[config.mk]
export PLATFORM = sky130hd
export DESIGN_NAME = regfile_cmd_master_flat
export DESIGN_NICKNAME = d
export VERILOG_FILES = /design/src/rtl/regfile_cmd_master_if.sv /design/src/rtl/regfile_cmd_master.sv /design/src/flat_wrapper.sv
export SDC_FILE = /design/constraint.sdc
export NUM_CORES = 1
export LEC_CHECK = 0
export CORE_MARGIN = 2
export CORE_UTILIZATION = 35
export DETAILED_ROUTE_END_ITERATION = 16
export PLACE_DENSITY_LB_ADDON = 0.2
export SYNTH_ARGS = -nofsm -noshare
export SYNTH_HDL_FRONTEND = slang
export SYNTH_SLANG_ARGS = --single-unit
[constraint.sdc]
create_clock -name clock -period 12.3 [get_ports clock]
set_input_delay 1.23 -clock clock [delete_from_list [all_inputs] [get_ports clock]]
set_output_delay 1.23 -clock clock [all_outputs]
set_load 0.02 [all_outputs]
[src/rtl/regfile_cmd_master_if.sv]
// Command/response and register-file bus bundle for regfile_cmd_master.
// Handshakes: a beat transfers on a rising clock edge where valid && ready; valid holds with stable payload until then.
interface regfile_cmd_master_if #(
   parameter int INDEX_WIDTH = 7
);
   logic                   cmd_valid;
   logic                   cmd_ready;
   logic                   cmd_is_read;
   logic [INDEX_WIDTH-1:0] cmd_index;
   logic [31:0]            cmd_data;
   logic                   rsp_valid;
   logic                   rsp_ready;
   logic [INDEX_WIDTH-1:0] rsp_index;
   logic [31:0]            rsp_data;
   logic                   write;
   logic                   read;
   logic [32:0]            register_index;
   logic [31:0]            register_data_in;
   logic [31:0]            register_data_out;

   modport master (
      input  cmd_valid, cmd_is_read, cmd_index, cmd_data, rsp_ready, register_data_out,
      output cmd_ready, rsp_valid, rsp_index, rsp_data, write, read, register_index,
             register_data_in
   );

   modport slave (
      output cmd_valid, cmd_is_read, cmd_index, cmd_data, rsp_ready, register_data_out,
      input  cmd_ready, rsp_valid, rsp_index, rsp_data, write, read, register_index,
             register_data_in
   );
endinterface

[src/rtl/regfile_cmd_master.sv]
// Register-file bus master: queues host read/write commands in a FIFO, issues them
// in program order, and returns read data on a valid/ready response channel.
module regfile_cmd_master #(
   parameter int FIFO_DEPTH   = 8,
   parameter int INDEX_WIDTH  = 7,
   parameter int READ_LATENCY = 1
) (
   input  logic                 clock,
   input  logic                 reset_n,
   regfile_cmd_master_if.master bus,
   output logic                 busy,
   output logic [1:0]           state_dbg
);

   localparam int PW = (FIFO_DEPTH > 1) ? $clog2(FIFO_DEPTH) : 1;
   localparam int CW = (READ_LATENCY > 1) ? $clog2(READ_LATENCY) : 1;

   typedef enum logic [1:0] {
      IDLE      = 2'd0,
      READ_WAIT = 2'd1,
      RESP      = 2'd2
   } state_t;

   logic [INDEX_WIDTH-1:0] idx_mem  [FIFO_DEPTH];
   logic [31:0]            data_mem [FIFO_DEPTH];
   logic [FIFO_DEPTH-1:0]  rd_mem;
   logic [PW-1:0]          wr_ptr;
   logic [PW-1:0]          rd_ptr;
   logic [PW:0]            count;
   state_t                 state;
   logic [CW-1:0]          lat_cnt;
   logic                   push;
   logic                   pop;

   assign bus.cmd_ready = (count < (PW+1)'(FIFO_DEPTH));
   assign push          = bus.cmd_valid && bus.cmd_ready;
   // Pop decision uses the registered count, so a fresh entry waits one cycle.
   assign pop           = (state == IDLE) && (count != '0);
   assign busy          = (count != '0) || (state != IDLE) || bus.write;
   assign state_dbg     = state;

   always_ff @(posedge clock) begin
      if (push) begin
         idx_mem[wr_ptr]  <= bus.cmd_index;
         data_mem[wr_ptr] <= bus.cmd_data;
         rd_mem[wr_ptr]   <= bus.cmd_is_read;
      end
   end

   always_ff @(posedge clock or negedge reset_n) begin
      if (!reset_n) begin
         wr_ptr <= '0;
         rd_ptr <= '0;
         count  <= '0;
      end else begin
         if (push) wr_ptr <= wr_ptr + PW'(1);
         if (pop)  rd_ptr <= rd_ptr + PW'(1);
         case ({push, pop})
            2'b10:   count <= count + (PW+1)'(1);
            2'b01:   count <= count - (PW+1)'(1);
            default: count <= count;
         endcase
      end
   end

   always_ff @(posedge clock or negedge reset_n) begin
      if (!reset_n) begin
         state                <= IDLE;
         lat_cnt              <= '0;
         bus.write            <= 1'b0;
         bus.read             <= 1'b0;
         bus.register_index   <= '0;
         bus.register_data_in <= '0;
         bus.rsp_valid        <= 1'b0;
         bus.rsp_data         <= '0;
         bus.rsp_index        <= '0;
      end else begin
         case (state)
            IDLE: begin
               bus.write <= 1'b0;
               bus.read  <= 1'b0;
               if (count != '0) begin
                  bus.register_index <= 33'(idx_mem[rd_ptr]);
                  if (rd_mem[rd_ptr]) begin
                     bus.read <= 1'b1;
                     lat_cnt  <= CW'(READ_LATENCY - 1);
                     state    <= READ_WAIT;
                  end else begin
                     bus.write            <= 1'b1;
                     bus.register_data_in <= data_mem[rd_ptr];
                  end
               end
            end
            READ_WAIT: begin
               // read and register_index stay put; the register file gates data with read.
               if (lat_cnt != '0) begin
                  lat_cnt <= lat_cnt - CW'(1);
               end else begin
                  bus.rsp_data  <= bus.register_data_out;
                  bus.rsp_index <= bus.register_index[INDEX_WIDTH-1:0];
                  bus.read      <= 1'b0;
                  bus.rsp_valid <= 1'b1;
                  state         <= RESP;
               end
            end
            RESP: begin
               if (bus.rsp_ready) begin
                  bus.rsp_valid <= 1'b0;
                  state         <= IDLE;
               end
            end
            default: state <= IDLE;
         endcase
      end
   end

endmodule

[src/flat_wrapper.sv]
// flat-port wrapper written by rule: the top's interface ports become plain ports
module regfile_cmd_master_flat 
#(
   parameter int FIFO_DEPTH   = 8,
   parameter int INDEX_WIDTH  = 7,
   parameter int READ_LATENCY = 1
)
  (clock, reset_n, busy, state_dbg, bus_cmd_valid, bus_cmd_is_read, bus_cmd_index, bus_cmd_data, bus_rsp_ready, bus_register_data_out, bus_cmd_ready, bus_rsp_valid, bus_rsp_index, bus_rsp_data, bus_write, bus_read, bus_register_index, bus_register_data_in);
  regfile_cmd_master_if #(.INDEX_WIDTH(INDEX_WIDTH)) bus_i ();
  input  logic clock;
  input  logic reset_n;
  output logic busy;
  output logic [1:0] state_dbg;
  input wire logic [$bits(bus_i.cmd_valid)-1:0] bus_cmd_valid;
  input wire logic [$bits(bus_i.cmd_is_read)-1:0] bus_cmd_is_read;
  input wire logic [$bits(bus_i.cmd_index)-1:0] bus_cmd_index;
  input wire logic [$bits(bus_i.cmd_data)-1:0] bus_cmd_data;
  input wire logic [$bits(bus_i.rsp_ready)-1:0] bus_rsp_ready;
  input wire logic [$bits(bus_i.register_data_out)-1:0] bus_register_data_out;
  output wire logic [$bits(bus_i.cmd_ready)-1:0] bus_cmd_ready;
  output wire logic [$bits(bus_i.rsp_valid)-1:0] bus_rsp_valid;
  output wire logic [$bits(bus_i.rsp_index)-1:0] bus_rsp_index;
  output wire logic [$bits(bus_i.rsp_data)-1:0] bus_rsp_data;
  output wire logic [$bits(bus_i.write)-1:0] bus_write;
  output wire logic [$bits(bus_i.read)-1:0] bus_read;
  output wire logic [$bits(bus_i.register_index)-1:0] bus_register_index;
  output wire logic [$bits(bus_i.register_data_in)-1:0] bus_register_data_in;
  assign bus_i.cmd_valid = bus_cmd_valid;
  assign bus_i.cmd_is_read = bus_cmd_is_read;
  assign bus_i.cmd_index = bus_cmd_index;
  assign bus_i.cmd_data = bus_cmd_data;
  assign bus_i.rsp_ready = bus_rsp_ready;
  assign bus_i.register_data_out = bus_register_data_out;
  assign bus_cmd_ready = bus_i.cmd_ready;
  assign bus_rsp_valid = bus_i.rsp_valid;
  assign bus_rsp_index = bus_i.rsp_index;
  assign bus_rsp_data = bus_i.rsp_data;
  assign bus_write = bus_i.write;
  assign bus_read = bus_i.read;
  assign bus_register_index = bus_i.register_index;
  assign bus_register_data_in = bus_i.register_data_in;
  regfile_cmd_master #(.FIFO_DEPTH(FIFO_DEPTH), .INDEX_WIDTH(INDEX_WIDTH), .READ_LATENCY(READ_LATENCY)) u_core (.clock(clock), .reset_n(reset_n), .bus(bus_i), .busy(busy), .state_dbg(state_dbg));
endmodule
### Word level (Yosys, flattened, before mapping)

Memory sizes are Yosys's and may differ from the RTL's. A register that Yosys moved wholly into a read port is not among the register bits.
Index checks and enable logic that the tools add are counted.

| operators by class | value |
|---|---|
| add/subtract/negate cells | 5 |
| bitwise logic cells | 2 |
| reductions and logical operators | 20 |
| muxes and demuxes | 26 |
| order comparisons | 4 |
| equality and inequality tests | 8 |

Operators with widths:

| cell | number |
|---|---|
| 1-bit 2-to-1 mux | 14 |
| 3-bit AND reduction | 3 |
| 8-bit bitwise mux | 1 |
| 3-bit by 4-bit < comparator with 1-bit output, second input constant | 2 |
| 2-bit 2-to-1 mux | 4 |
| 2-bit != test, second input constant | 4 |
| 4-bit one-hot mux with 2 select lines | 1 |
| 2-bit nonzero test | 4 |
| 3-bit by 1-bit adder with 3-bit output, second input constant | 2 |
| 1-bit one-hot mux with 2 select lines | 3 |
| 2-bit one-hot mux with 3 select lines | 1 |
| 2-bit AND reduction | 3 |
| 4-bit by 1-bit adder with 4-bit output, second input constant | 1 |
| 2-bit by 1-bit == test with 1-bit output, second input constant | 2 |
| 2-bit == test, second input constant | 2 |
| 4-bit < comparator, second input constant | 1 |
| 4-bit AND reduction | 1 |
| 4-bit nonzero test | 1 |
| 4-bit by 1-bit subtractor with 4-bit output, second input constant | 1 |
| 1-bit binary-select mux with 3-bit select | 1 |
| 1-bit demux with 3-bit select | 1 |
| 3-bit by 1-bit greater-or-equal comparator with 1-bit output, second input constant | 1 |
| 1-bit logical AND | 3 |
| 1-bit zero test | 2 |
| other kinds (4) | 6 |

| storage, ports and cells | value |
|---|---|
| output and inout bits | 111 |
| flip-flop bits (word level) | 63 |
| RAM bits | 312 |
| input bits | 76 |
| memories | 2 |
| logic and storage cells | 78 |

Memories:

| memory | words | width | rd ports | clocked after memory_dff | wr ports | RTL line | RTL |
|---|---|---|---|---|---|---|---|
| u_core.data_mem | 8 | 32 | 1 | 1 | 1 | regfile_cmd_master.sv:25 | `logic [31:0] data_mem [FIFO_DEPTH];` |
| u_core.idx_mem | 8 | 7 | 1 | 1 | 1 | regfile_cmd_master.sv:24 | `logic [INDEX_WIDTH-1:0] idx_mem [FIFO_DEPTH];` |

### Depth between registers and ports, before layout

Gate-level depths: netlist of the first run.

| logic depth | value |
|---|---|
| depth after elaboration | 5 |
| gate-level depth with buffers | 12 |
| gate-level depth less buffers | 10 |

### Least setup slack after synthesis of the first run

OpenSTA, ideal clock, no wires.

| timing | value |
|---|---|
| path kind | input to register |
| from | input bus_cmd_valid |
| to | memory u_core.data_mem[0][0], enable pin |
| setup slack | 7.357 ns |
| cell stages on the path | 3 |
| library setup time | 0.487 ns |
| data arrival time | 4.456 ns |
| cells stage by stage | nor2b_1 -> nand2b_1 -> nor3_1 |

| on the way | value |
|---|---|
| word-level cells in the longest chain between the ends | 3 |

Ends and longest elaborated chain:

| what | RTL line | RTL |
|---|---|---|
| start: declaration | flat_wrapper.sv:14 | `input wire logic [$bits(bus_i.cmd_valid)-1:0] bus_cmd_valid;` |
| 1-bit logical AND | regfile_cmd_master.sv:36 | `assign push = bus.cmd_valid && bus.cmd_ready;` |
| 1-bit 2-to-1 mux | regfile_cmd_master.sv:43 | `if (push) begin` |
| 1-bit 2-to-1 mux (implied by the code) | regfile_cmd_master.sv:45 | `data_mem[wr_ptr] <= bus.cmd_data;` |
| end: declaration | regfile_cmd_master.sv:25 |  |

No other way between the ends.

### Worst setup path in the final report of the first run

| timing | value |
|---|---|
| from | register u_core.count[1] |
| to | output busy |

| on the way | value |
|---|---|
| word-level cells in the longest chain between the ends | 3 |

Ends and longest elaborated chain:

| what | RTL line | RTL |
|---|---|---|
| start: declaration | regfile_cmd_master.sv:29 | `logic [PW:0] count;` |
| start signal: assignment | regfile_cmd_master.sv:59 | `2'b10: count <= count + (PW+1)'(1);` |
| start signal: assignment | regfile_cmd_master.sv:60 | `2'b01: count <= count - (PW+1)'(1);` |
| start signal: assignment | regfile_cmd_master.sv:61 | `default: count <= count;` |
| 4-bit nonzero test | regfile_cmd_master.sv:39 | `assign busy = (count != '0) \|\| (state != IDLE) \|\| bus.write;` |
| 1-bit logical OR (2 in a row) | regfile_cmd_master.sv:39 |  |
| end: declaration | flat_wrapper.sv:12 | `output logic busy;` |

No other way between the ends.

==> impl_metrics.py, run 1 <==
metrics = {
    "yosys": {
        "netlist_area_um2": 16200,
        "seq_area_frac_synth_pct": 73.7,
        "ys_seq_elements": 413,
        "synth.distinct_cells": 33,
        "synth_edf_count": 320,
        "synth_ff_type": "edfxtp_1",
        "syn_inst": 749,
        "yosys_warnings": 0,
        "postSynthAreaPerCell_um2": 21.6,
        "synth-async-reset-ratio_pct": 22.5,
    },
    "hold_path": {
        "min_path_cells": 2,
        "hold_path_startpoint": "u_core.bus.read",
        "holdPathEnd": "u_core.bus.read",
        "hold_class": "register to register",
    },
    "timing": {
        "tns_ns": 0,
        "worst_slew_pin_slew_ns": 1.13,
        "slew_headroom_pct": 24.5,
        "finalSetupViolCount": 0,
        "hold_viol": 0,
        "finalCritPeriodShare_pct": 27.1,
        "fin_worst_skew_ns": 0.0147,
        "period_minus_slack_ns": 3.34,
        "fmax_ghz": 0.300,
        "finalMaxSlewViolations": 0,
        "grt_setup_unrepaired": "no",
    },
    "floorplanning": {
        "die_w_um": 219,
        "io_pins": 187,
        "design.die.area_um2": 48000,
        "die_y_um": 219,
        "core-area_um2": 45500,
        "num_rows": 78,
        "start_util_pct": 35.6,
    },
    "clock_tree": {
        "cts_setup_buffers": 0,
        "cts_buffer_depth": 3,
        "cts_made_buffers": 44,
        "holdBufCountCts": 0,
        "cts.sinks": 413,
        "cts-root-buf": "clkbuf_16",
        "cts.clk_slew.worst_paths_ns": 0.06,
        "tritoncts": "built",
        "clock_latency_ns": 0.56,
        "cts_resized": 0,
        "cts.htree.levels": 2,
    },
    "cells_and_area": {
        "diodes": 0,
        "synthToLayoutAreaGrowth_pct": 23.0,
        "multi_input_area_um2": 3990,
        "fill_cells": 3950,
        "nets": 1017,
        "regArea_um2": 11900,
        "final_cell_count_no_fill": 1571,
        "drive_above_1_share_pct": 21.7,
    },
    "global_route": {
        "antenna_found_initial": 2,
        "grt_pass1_vias": 7758,
        "grt_usage_pct": 13.7,
        "grt_overflow": 0,
        "grt_max_degree": 74,
        "grt_pass1_wl_um": 48800,
    },
    "route": {
        "vias": 7442,
        "drt_iter0_drc": 615,
        "detail_route.vias_per_cell": 4.74,
        "remaining_drc_errors": 0,
        "drtPass1Iterations": 4,
        "routedWlPerCell_um": 20.5,
        "drt_wl_total_um": 32200,
        "drtAntennaViolNets": 0,
    },
    "pwr": {
        "leakagePower_nw": 7.00,
        "p_per_area_nw_per_um2": 246,
        "peakVddDrop_mv": 0.112,
    },
    "critical_path": {
        "setup.worst_path.class": "register to output port",
        "r2r_end": "u_core.bus.register_data_in[29]",
        "path_max_fanout": 6,
        "end_kind": "output port",
        "cpPeakStageDelay_ns": 0.58,
        "rrSetupSlack_ns": 9.22,
        "r2r-start": "u_core.rd_ptr[0]",
        "cp.required_ns": 11.07,
        "crit_path_start_kind": "register",
        "crit_arrival_ns": 2.11,
        "worstPathCellList": "nor4_1, nand3b_1, clkdlybuf4s50_1",
        "r2r_cells": 5,
        "crit_slowest_cell": "clkdlybuf4s50_1",
    },
    "place": {
        "port_buffers": 160,
        "place_hpwl_um": 18900,
        "gp_congestion": 0.690,
        "dp.cells": 1490,
    },
    "status": {
        "outcome": "finished, final reports clean",
    },
    "flow_run": {
        "max_cap_violations": 0,
    },
}
## sequential cells by signal, summed over array words and instances (netlist names)
name / cells
u_core.bus.read: 1
u_core.bus.register_data_in: 32
u_core.bus.register_index: 7
u_core.bus.rsp_data: 32
u_core.bus.rsp_index: 7
u_core.bus.rsp_valid: 1
u_core.bus.write: 1
u_core.count: 4
u_core.data_mem: 256
u_core.idx_mem: 56
u_core.rd_mem: 8
u_core.rd_ptr: 3
u_core.state_dbg: 2
u_core.wr_ptr: 3
## power by group
part           switching (W)  internal, W  total (W)  leakage [nW]
sequential          0.000155      0.00178    0.00194          3.99
clock               0.000528     0.000821    0.00135         0.736
combinational       0.000762     0.000838    0.00160          2.28
## stage by stage
step	worst slack [ns]	cell area [µm²]	total power, W	hold slack, ns	utilization, %
final	8.96	19900	0.00489	0.483	43.8
after global routing	8.78	19900	0.00515	0.518	43.8
after CTS	8.90	19900	0.00498	0.492	43.8
after detailed placement	8.46	18400	0.00361	0.478	40.5
after global placement	8.49	18400	0.00359	0.472	40.5
after floorplan	7.36	16300	0.00302	0.480	-
## cells in the mapped netlist, drive strengths merged (3+ instances only)
master,n,share of area [%]
nor2,12,0.28
mux2,106,7.7
buf,44,2.1
xnor2,5,0.27
nor3,3,0.093
dfrtp,93,14
clkbuf,15,0.41
a21oi,3,0.093
nand2b,5,0.19
mux4,78,12
nand3b,3,0.14
mux2i,10,0.62
inv,4,0.093
nand2,16,0.37
o21ai,11,0.34
nor2b,3,0.12
edfxtp,320,59
xor2,5,0.27
ha,5,0.39
## final cells by class
class | instances | share of cell area [%]
timing repair buffer | 175 | 8.60
clock buffer | 62 | 6.33
sequential | 413 | 60.0
inverter | 4 | 0.0754
clock inverter | 19 | 1.17
multi-input combinational | 298 | 20.1
tap | 600 | 3.77
## cell families (layout without fill, tap and decap cells)
family | Yosys count | in the layout | share of synthesized area, %
xor+xnor | 10 | 10 | 0.541
other cells | 1 | 26 | 0.0232
fa+ha+maj | 5 | 5 | 0.386
mux | 194 | 194 | 20.7
flops | 413 | 413 | 73.7
compound gates | 18 | 18 | 0.657
buf+inv | 63 | 260 | 2.62
simple gates | 45 | 45 | 1.31
## metal layers
metal / GRT usage (%) / share of wire [%] / vias up / wire (µm)
met5: 0 / 0.093 / - / 30
met4: 4.73 / 2.0 / 4 / 650
met3: 3.15 / 6.1 / 45 / 1970
met2: 21.5 / 46 / 207 / 14900
met1: 18.6 / 45 / 3805 / 14600
li1: - / - / 3381 / -
## worst max-delay path by stage
stage,to,start
finish,busy,u_core.count[1]
global route,busy,u_core.count[1]
detailed placement,u_core.data_mem[3][31],bus_cmd_valid
CTS,busy,u_core.count[1]
global placement,u_core.data_mem[3][29],bus_cmd_valid
floorplan,u_core.data_mem[0][0],bus_cmd_valid
## worst max-delay path, delay by kind of cell (launching register included)
family                 cells  cell delay [ns]
and+or+nand+nor            2             0.52
buffers and inverters      1             0.58
DFF                        1             0.44
## placed cells by master, fill, tap and decap left out, types with 4 or more instances in the layout
cell type,Yosys,final
edfxtp_1,320,320
clkdlybuf4s50_1,0,159
mux2_2,94,94
dfrtp_1,93,90
mux4_1,69,69
clkbuf_16,0,45
conb_1,1,26
nand2_1,16,16
buf_4,28,16
mux2_4,12,12
o21ai_0,11,11
mux2i_1,10,10
clkbuf_1,14,10
mux4_2,9,9
clkbuf_8,1,7
nor2_1,12,6
nor2_4,0,6
clkinv_2,0,6
nand2b_1,5,5
xor2_1,5,5
xnor2_1,5,5
ha_1,5,5
bufinv_16,0,5
inv_1,4,4
clkinv_1,0,4
Note: power is estimated with default switching activity, not from simulation.
==> inputs of run 2 (changes only) <==
- clock period: 12.3 -> 2.71 ns (I/O delays scaled with it)
==> run 2 against run 1 <==
Register-to-register slack lost 8.9 ns. Largest cell class unchanged. Worst hold slack lost 0.16 ns. Critical endpoint unchanged. Sequential power grew to 4.5 times the previous value. Global-route usage grew 0.14 points. Routed wire length grew 2.0%. Non-clock buffer count grew 14.
==> impl_metrics.py, run 2 (synthesis gave the netlist of run 1 again) <==
metrics = {
    "status": {
        "outcome": "finished, final reports clean",
    },
    "hold_path": {
        "hold_class": "input pin to register",
    },
    "cells_and_area": {
        "finalInstanceArea_um2": 20100,
        "largest_register_ffs": 256,
        "layout_commonest_cell": "edfxtp_1",
        "synthToLayoutAreaGrowth_pct": 24.2,
        "drive_above_1_share_pct": 22.4,
        "top_register": "u_core.data_mem",
        "fin_util_pct": 44.2,
        "final_cell_count_no_fill": 1586,
        "mostFrequentLayoutCells": "edfxtp_1, clkdlybuf4s50_1, mux2_2",
        "diodes": 0,
        "reg.largest.list": "u_core.data_mem (256), u_core.idx_mem (56)",
        "nets": 1032,
    },
    "route": {
        "vias": 7580,
        "dr_wl_met2_um": 15400,
        "wl_met3_um": 2280,
        "remaining_drc_errors": 0,
        "drtPass1Iterations": 4,
        "routedWlPerCell_um": 20.7,
        "drt_iter0_drc": 386,
        "maxUsedRoutingLayer": "met5",
        "met1_length_um": 14600,
        "detail_route.vias_per_cell": 4.78,
        "drt_wl_total_um": 32900,
        "drtAntennaViolNets": 0,
    },
    "global_route": {
        "antenna_found_initial": 1,
        "grt_pass1_wl_um": 49000,
        "grt_max_degree": 56,
        "grt_pass1_vias": 7952,
        "grt_usage_pct": 13.8,
        "grt_overflow": 0,
    },
    "timing": {
        "fmax_ghz": 0.418,
        "slew_headroom_pct": 41.8,
        "grt_setup_unrepaired": "no",
        "period_minus_slack_ns": 2.39,
        "fin_worst_skew_ns": 0.0189,
        "finalCritPeriodShare_pct": 88.2,
        "worst_slew_pin_slew_ns": 0.873,
        "finalMaxSlewViolations": 0,
        "hold_viol": 0,
        "finalSetupViolCount": 0,
    },
    "place": {
        "dp.cells": 1503,
        "gp_congestion": 0.721,
        "postPlaceCellArea_um2": 18700,
        "port_buffers": 160,
        "place_hpwl_um": 18800,
    },
    "floorplanning": {
        "die_y_um": 219,
        "design.die.area_um2": 48000,
        "num_rows": 78,
        "core-area_um2": 45500,
        "start_util_pct": 35.6,
        "die_w_um": 219,
        "io_pins": 187,
    },
    "pwr": {
        "peakVddDrop_mv": 0.535,
        "power_frac_seq_pct": 39.8,
        "internal-power_w": 0.0155,
        "switching_power_w": 0.00660,
        "leakagePower_nw": 7.07,
        "p_per_area_nw_per_um2": 1100,
        "switching_share_pct": 29.9,
        "p_comb_share_pct": 33.8,
        "clkPwrFrac_pct": 26.3,
    },
    "clock_tree": {
        "cts_setup_buffers": 0,
        "tritoncts": "built",
        "clock_latency_ns": 0.57,
        "cts.sinks": 413,
        "cts.htree.levels": 2,
        "cts.clk_slew.worst_paths_ns": 0.06,
        "cts-root-buf": "clkbuf_16",
        "cts_made_buffers": 45,
        "cts_buffer_depth": 3,
    },
    "critical_path": {
        "cp.required_ns": 2.44,
        "crit_path_start_kind": "register",
        "path_max_fanout": 6,
        "end_kind": "output port",
        "crit_arrival_ns": 2.12,
        "setup.worst_path.class": "register to output port",
        "crit_slowest_cell": "clkdlybuf4s50_1",
        "worstPathCellList": "nor4_1, nand3b_1, clkdlybuf4s50_1",
        "cpPeakStageDelay_ns": 0.57,
    },
    "flow_run": {
        "max_cap_violations": 0,
    },
}
run 2: cell count changes in the layout (fill, tap and decap cells not counted), sizes merged:
cell,previous run,this run
inv,7,4
clkinv,11,15
buf,16,29
clkinvlp,0,3
bufinv,5,2
dlygate4sd3,0,1
run 2: path summary, 6_finish.rpt:
check / from / to / slack (ns) / cells past startpoint
max: u_core.count[1] / busy / 0.32 / 3
min: bus_register_data_out[13] / u_core.bus.rsp_data[13] / 0.32 / 2
max reg2reg: u_core.count[1] / u_core.count[2] / 0.32 / 10
min reg2reg: u_core.bus.read / u_core.bus.read / 0.50 / 2
max in group asynchronous: reset_n / u_core.bus.register_data_in[0] / 1.60 / 3
min in group asynchronous: reset_n / u_core.state_dbg[0] / 0.38 / 2
run 2: repair_timing:
item | CTS | global route
hold buffers | 1 | 0
gates resized for setup | 0 | 0
hold endpoints to repair | 54 | 0
endpoints found under the setup margin | 0 | 0
run 2: area by class of cell:
type                       instances  area [µm²]
fill                            3988       25400
sequential                       413       11900
multi-input combinational        298        4010
timing repair buffer             189        1980
clock buffer                      62        1250
tap                              600         751
clock inverter                    20         161
inverter                           4        15.0
run 2: power by group through the flow:
stage	Combinational (W)	Sequential, W	Clock (W)
floorplan	0.00424	0.00945	0
global placement	0.00763	0.00893	0
detailed placement	0.00766	0.00896	0
CTS	0.00767	0.00885	0.00602
global route	0.00806	0.00897	0.00627
finish	0.00748	0.00881	0.00582
run 2: layer usage:
| layer | vias to the layer above | GRT usage [%] |
|---|---|---|
| met5 | - | 0 |
| met4 | 2 | 3.65 |
| met3 | 45 | 4.05 |
| met2 | 229 | 22.2 |
| met1 | 3897 | 18.3 |
| li1 | 3407 | - |
run 2: through the flow:
stage / power (W) / setup TNS (ns) / hold slack, ns / setup slack (ns)
floorplan: 0.0137 / -81.54 / -0.0246 / -0.294
global placement: 0.0166 / 0 / 0.453 / 0.407
detailed placement: 0.0166 / 0 / 0.457 / 0.332
CTS: 0.0225 / 0 / 0.282 / 0.270
global route: 0.0233 / 0 / 0.287 / 0.156
finish: 0.0221 / 0 / 0.322 / 0.319
run 2: worst max-delay path: cells and delay by family, from the launching register on:
| family | cells | cell delay, ns |
|---|---|---|
| buffers and inverters | 1 | 0.57 |
| and+or+nand+nor | 2 | 0.56 |
| DFF | 1 | 0.44 |
==> variant 1 (settings of run 1) <==
`INDEX_WIDTH` is set to 7 in 3 places; all go to 8.
--- a/src/rtl/regfile_cmd_master_if.sv
+++ b/src/rtl/regfile_cmd_master_if.sv
@@ -3,3 +3,3 @@
 interface regfile_cmd_master_if #(
-   parameter int INDEX_WIDTH = 7
+   parameter int INDEX_WIDTH = 8
 );
--- a/src/rtl/regfile_cmd_master.sv
+++ b/src/rtl/regfile_cmd_master.sv
@@ -4,3 +4,3 @@
    parameter int FIFO_DEPTH   = 8,
-   parameter int INDEX_WIDTH  = 7,
+   parameter int INDEX_WIDTH  = 8,
    parameter int READ_LATENCY = 1
--- a/src/flat_wrapper.sv
+++ b/src/flat_wrapper.sv
@@ -4,3 +4,3 @@
    parameter int FIFO_DEPTH   = 8,
-   parameter int INDEX_WIDTH  = 7,
+   parameter int INDEX_WIDTH  = 8,
    parameter int READ_LATENCY = 1
Interface: changed (resized bus_cmd_index and bus_rsp_index); port bits go from 187 to 189. The function was not compared with the original's and may differ.
==> variant 1 against run 1 <==
Sequential power increased by 6%. Sequential cell count increased by 10. Core utilization down 0.16 points. Routed wire length rose by 1.9%. Worst setup slack better by 6.5 ps. Area after synthesis is 2.1% higher. Final area grew 2.0%. Total power up 3.5%. Register-to-register slack worse by 250 ps. Critical endpoint is now u_core.bus.register_data_in[8]$_DFFE_PN0P_. Largest cell class unchanged.
==> variant 1: results (changes against run 1) <==
| Metric | Value |
|---|---|
| Met2 WL post-DR | 15400 µm (+2.9%) |
| Crit-path max FO | 45 (+39) |
| Largest net degree at the start of global routing | 72 (-2.7%) |
| Metal1 wirelength | 14800 µm (+0.78%) |
| Synth top cells by count | edfxtp_1, dfrtp_1, mux2_2 |
| Synth Area in Compound Gates | 0.00727 (+0.000695) |
| Clk_lat worst skew | 570 ps |
| Worst path slowest cell | dfrtp_4 |
| Vias in the first global route | 8047 (+3.7%) |
| Met1 GRT Util | 0.180 (-0.00662) |
| Mux contribution to synthesized area | 0.205 (-0.00259) |
| DR top layer | met5 |
| All-Layer GR Usage | 0.134 (-0.00247) |
| M2 GR Usage | 0.214 (-0.00129) |
| Fillers | 4059 (+2.8%) |
| Global Route met3 Usage | 0.0377 (+0.00625) |
| Gate power share | 0.321 (-0.006) |
| Layout cells sized above 1 | 0.235 (+0.0181) |
| Clock power frac | 0.275 (about the same) |
| Initial detailed-routing violation count | 548 (-11%) |
| Top cell family by delay on the critical path | flip-flops |
| Top cells by area, synth | edfxtp_1, dfrtp_1, mux4_1, mux2_2, mux4_2 |
| Adder-Cell Fraction of Synth Area | 0.00378 (-0.0000807) |
| Yosys cell types | 35 (+6.1%) |
| GPL Wtd Cong | 0.663 (-4.0%) |
| Asr flop ratio synth | 0.225 (-0.000595) |
| Routed vias | 7606 (+2.2%) |
| Maximum vdd drop | 0.145 mV (+30%) |
| Final setup margin | 8970 ps (+6.53 ps) |
| Hpwl dp | 19200 µm (+1.8%) |
| Status | finished clean |
| Largest stage delay, worst path | 990 ps (+410 ps) |
| Register area share after synthesis | 0.740 (+0.00216) |
| Rel. slew slack | 0.228 (-0.0170) |
| Worst Skew | 18.1 ps (+3.46 ps) |
| DRT Wirelength | 32800 µm (+1.9%) |
| Post-DP Area | 18800 µm² (+1.9%) |
| Total CTS buffers | 46 (+4.5%) |
| Net Switching | 1.49 mW (+3.3%) |
| Largest regs | u_core.data_mem: 256 flops, u_core.idx_mem: 64 flops |
| Crit path to | u_core.bus.register_data_in[8]$_DFFE_PN0P_ |
| Routed met3 length | 2040 µm (+3.4%) |
| Post-place setup slack | 8590 ps (+132 ps) |
| Pleak | 7.09 nW (+1.2%) |
| Worst Setup SP | u_core.rd_ptr[0]$_DFFE_PN0P_ |
| Number of synthesized flops with an enable pin | 328 (+2.5%) |
| # port buffers | 163 (+1.9%) |
| Critical path arrival | 3790 ps (+1680 ps) |
## variant 1: changes by cell type after synthesis, sizes merged
cell | before | now
nand2 | 16 | 17
edfxtp | 320 | 328
mux4 | 78 | 80
dfrtp | 93 | 95
clkbuf | 15 | 10
mux2i | 10 | 11
mux2 | 106 | 107
buf | 44 | 50
o21ai | 11 | 12
## variant 1: stage by stage
stage	instances	utilization	hold WS, ps	power [mW]
after global routing	1597	0.436	514	5.33
after global placement	1514	0.403	478	3.73
final	1597	0.436	490	5.06
after floorplan	790	-	480	3.15
after CTS	1597	0.436	504	5.16
after detailed placement	1514	0.403	492	3.74
## variant 1: area by class of cell
cell class              count  area share
repair buffers            177      0.0854
clock buffers              69      0.0635
multi-input cells         303       0.198
clock inverters            14      0.0120
well taps                 607      0.0374
flip-flops and latches    423       0.603
inverters                   4    0.000739
## variant 1: tightest hold or removal path, stage by stage, from the launching register on
cell and delay (ps):
dfrtp_1 340, nand2_1 60, o21ai_0 60
==> variant 2 (settings of run 1) <==
Without the edit above. Register the output `state_dbg` once more, cleared by the reset; this adds one clock of latency there. The other outputs are not delayed to match.
--- a/src/rtl/regfile_cmd_master.sv
+++ b/src/rtl/regfile_cmd_master.sv
@@ -39,3 +39,9 @@
    assign busy          = (count != '0) || (state != IDLE) || bus.write;
-   assign state_dbg     = state;
+   always_ff @(posedge clock or negedge reset_n) begin
+      if (!reset_n) begin
+         state_dbg <= '0;
+      end else begin
+         state_dbg <= state;
+      end
+   end
 
Behaviour: not the same (Yosys sat finds a counterexample within 4 cycles, from zero or initial values and one cycle with reset_n low).
==> variant 2 against run 1 <==
Sequential cell count grew 2. Critical path depth grew 3. Total power shrank 0.67%. Hold slack gained 18 ps. Area after synthesis grew 0.19%. Via count grew 0.20%. Worst setup slack lost 110 ps. Register-to-register slack lost 360 ps. Routed wire length shrank 0.62%. Final area is essentially flat. Critical path type is now flop to flop.
==> variant 2: results (changes against run 1) <==
| Metric | Value |
|---|---|
| Nets@finish | 1017 (unchanged) |
| Detailed Routing Iterations Pass 1 | 4 (unchanged) |
| All-Layer GR Usage | 0.134 (-0.00265) |
| Post-cts resize count | 0 (unchanged) |
| Worst Skew | 17.3 ps (+2.61 ps) |
| Routed vias | 7457 (+0.20%) |
| Clock transition at path regs | 60 ps (about the same) |
| Initial antenna violation count | 1 (-1) |
| Yosys cell types | 31 (-6.1%) |
| Reg with most FFs | u_core.data_mem |
| Fillers | 3977 (+0.68%) |
| Register area share after synthesis | 0.739 (+0.00166) |
| Total CTS buffers | 45 (+2.3%) |
| Dpl cells | 1489 (-0.067%) |
| Top cells by area, synth | edfxtp_1, dfrtp_1, mux4_1, mux2_2, buf_4 |
| # port buffers | 160 (unchanged) |
| Layout cells sized above 1 | 0.213 (-0.00456) |
| Max H-tree Level | 2 (unchanged) |
| Clk_lat worst skew | 560 ps (about the same) |
| Initial detailed-routing violation count | 534 (-13%) |
| Critical path arrival | 3890 ps (+1780 ps) |
| Vias in the first global route | 7708 (-0.64%) |
| Worst slew pin tran | 1100 ps (-27.5 ps) |
| Synthesized netlist cell count | 750 (+0.13%) |
| Maximum vdd drop | 0.112 mV (+0.15%) |
| GPL Wtd Cong | 0.698 (+1.2%) |
| Max clock buf depth | 3 (unchanged) |
| Number of synthesized flops with an enable pin | 320 (unchanged) |
| Status | finished clean |
| Synth top cells by count | edfxtp_1, dfrtp_1, mux2_2 |
| Pleak | 7.00 nW (about the same) |
| Antenna diodes | 0 (unchanged) |
| Setup bufs post-CTS | 0 (unchanged) |
| Largest net degree at the start of global routing | 73 (-1.4%) |
| Asr flop ratio synth | 0.229 (+0.00373) |
| DRT Wirelength | 32000 µm (-0.62%) |
| Hold WC Path Type | flop to flop |
| Final cell count without fillers | 1573 (+0.13%) |
| Root Driver | clkbuf_16 |
| Global-route wire length before repair | 48000 µm (-1.5%) |
| Hpwl dp | 18400 µm (-2.7%) |
| Crit-path max FO | 56 (+50) |
| Post-DP Area | 18400 µm² (+0.15%) |
variant 2: critical path, cell delays in order (launching register included):
cell	delay [ps]
dfrtp_4	770
buf_4	850
mux2i_1	270
nand3b_1	160
a31oi_4	200
buf_4	510
mux2_2	400
variant 2: cells by family (layout without fill, tap and decap cells):
logic type / count (synthesis) / after routing / synth area share
flip-flops: 415 / 415 / 0.739
AND/OR/NAND/NOR: 45 / 45 / 0.0131
other: 1 / 26 / 0.000231
buffers and inverters: 62 / 260 / 0.0251
XOR/XNOR: 10 / 10 / 0.00540
AO/OA/AOI/OAI: 18 / 18 / 0.00648
adder cells (fa/ha/maj): 5 / 5 / 0.00386
multiplexers: 194 / 194 / 0.207
variant 2: metal layers:
metal	global-route usage	part of all wire	vias up
met5	0	0.00041	-
met3	0.0352	0.064	40
li1	-	-	3380
met2	0.219	0.47	231
met1	0.177	0.44	3804
met4	0.0354	0.017	2
variant 2: cell type report:
cell class                 count  area, µm²  area share
sequential                   415      12000       0.603
inverter                       4       15.0    0.000754
tap                          600        751      0.0377
clock buffer                  67       1310      0.0659
timing repair buffer         172       1690      0.0848
clock inverter                17        155     0.00779
multi-input combinational    298       3990       0.200
variant 2: final timing paths:
kind | startpoint | to | slack, ps | cells after the start
setup / recovery | u_core.rd_ptr[0]$_DFFE_PN0P_ | u_core.bus.register_data_in[1]$_DFFE_PN0P_ | 8860 | 6
max in group asynchronous | reset_n | u_core.rd_ptr[2]$_DFFE_PN0P_ | 10350 | 2
hold / removal | u_core.state[0]$_DFFE_PN0P_ | u_core.state_dbg[0]$_DFF_PN0_ | 500 | 0
setup reg to reg | u_core.rd_ptr[0]$_DFFE_PN0P_ | u_core.bus.register_data_in[1]$_DFFE_PN0P_ | 8860 | 6
min in group asynchronous | reset_n | u_core.bus.register_data_in[10]$_DFFE_PN0P_ | 580 | 1
hold reg to reg | u_core.state[0]$_DFFE_PN0P_ | u_core.state_dbg[0]$_DFF_PN0_ | 500 | 0
variant 2: power breakdown:
group | internal [mW] | leakage [nW] | total, mW | switching, mW
combinational | 0.836 | 2.27 | 1.56 | 0.724
sequential | 1.79 | 4.02 | 1.98 | 0.184
clock | 0.783 | 0.713 | 1.32 | 0.536
total | 3.41 | 7.00 | 4.86 | 1.44
variant 2: per-stage QoR:
step                setup slack, ps  power [mW]
finish                         8860        4.86
global placement               8420        3.59
detailed placement             8420        3.61
global route                   8610        5.12
floorplan                      7360        3.02
CTS                            8760        4.95
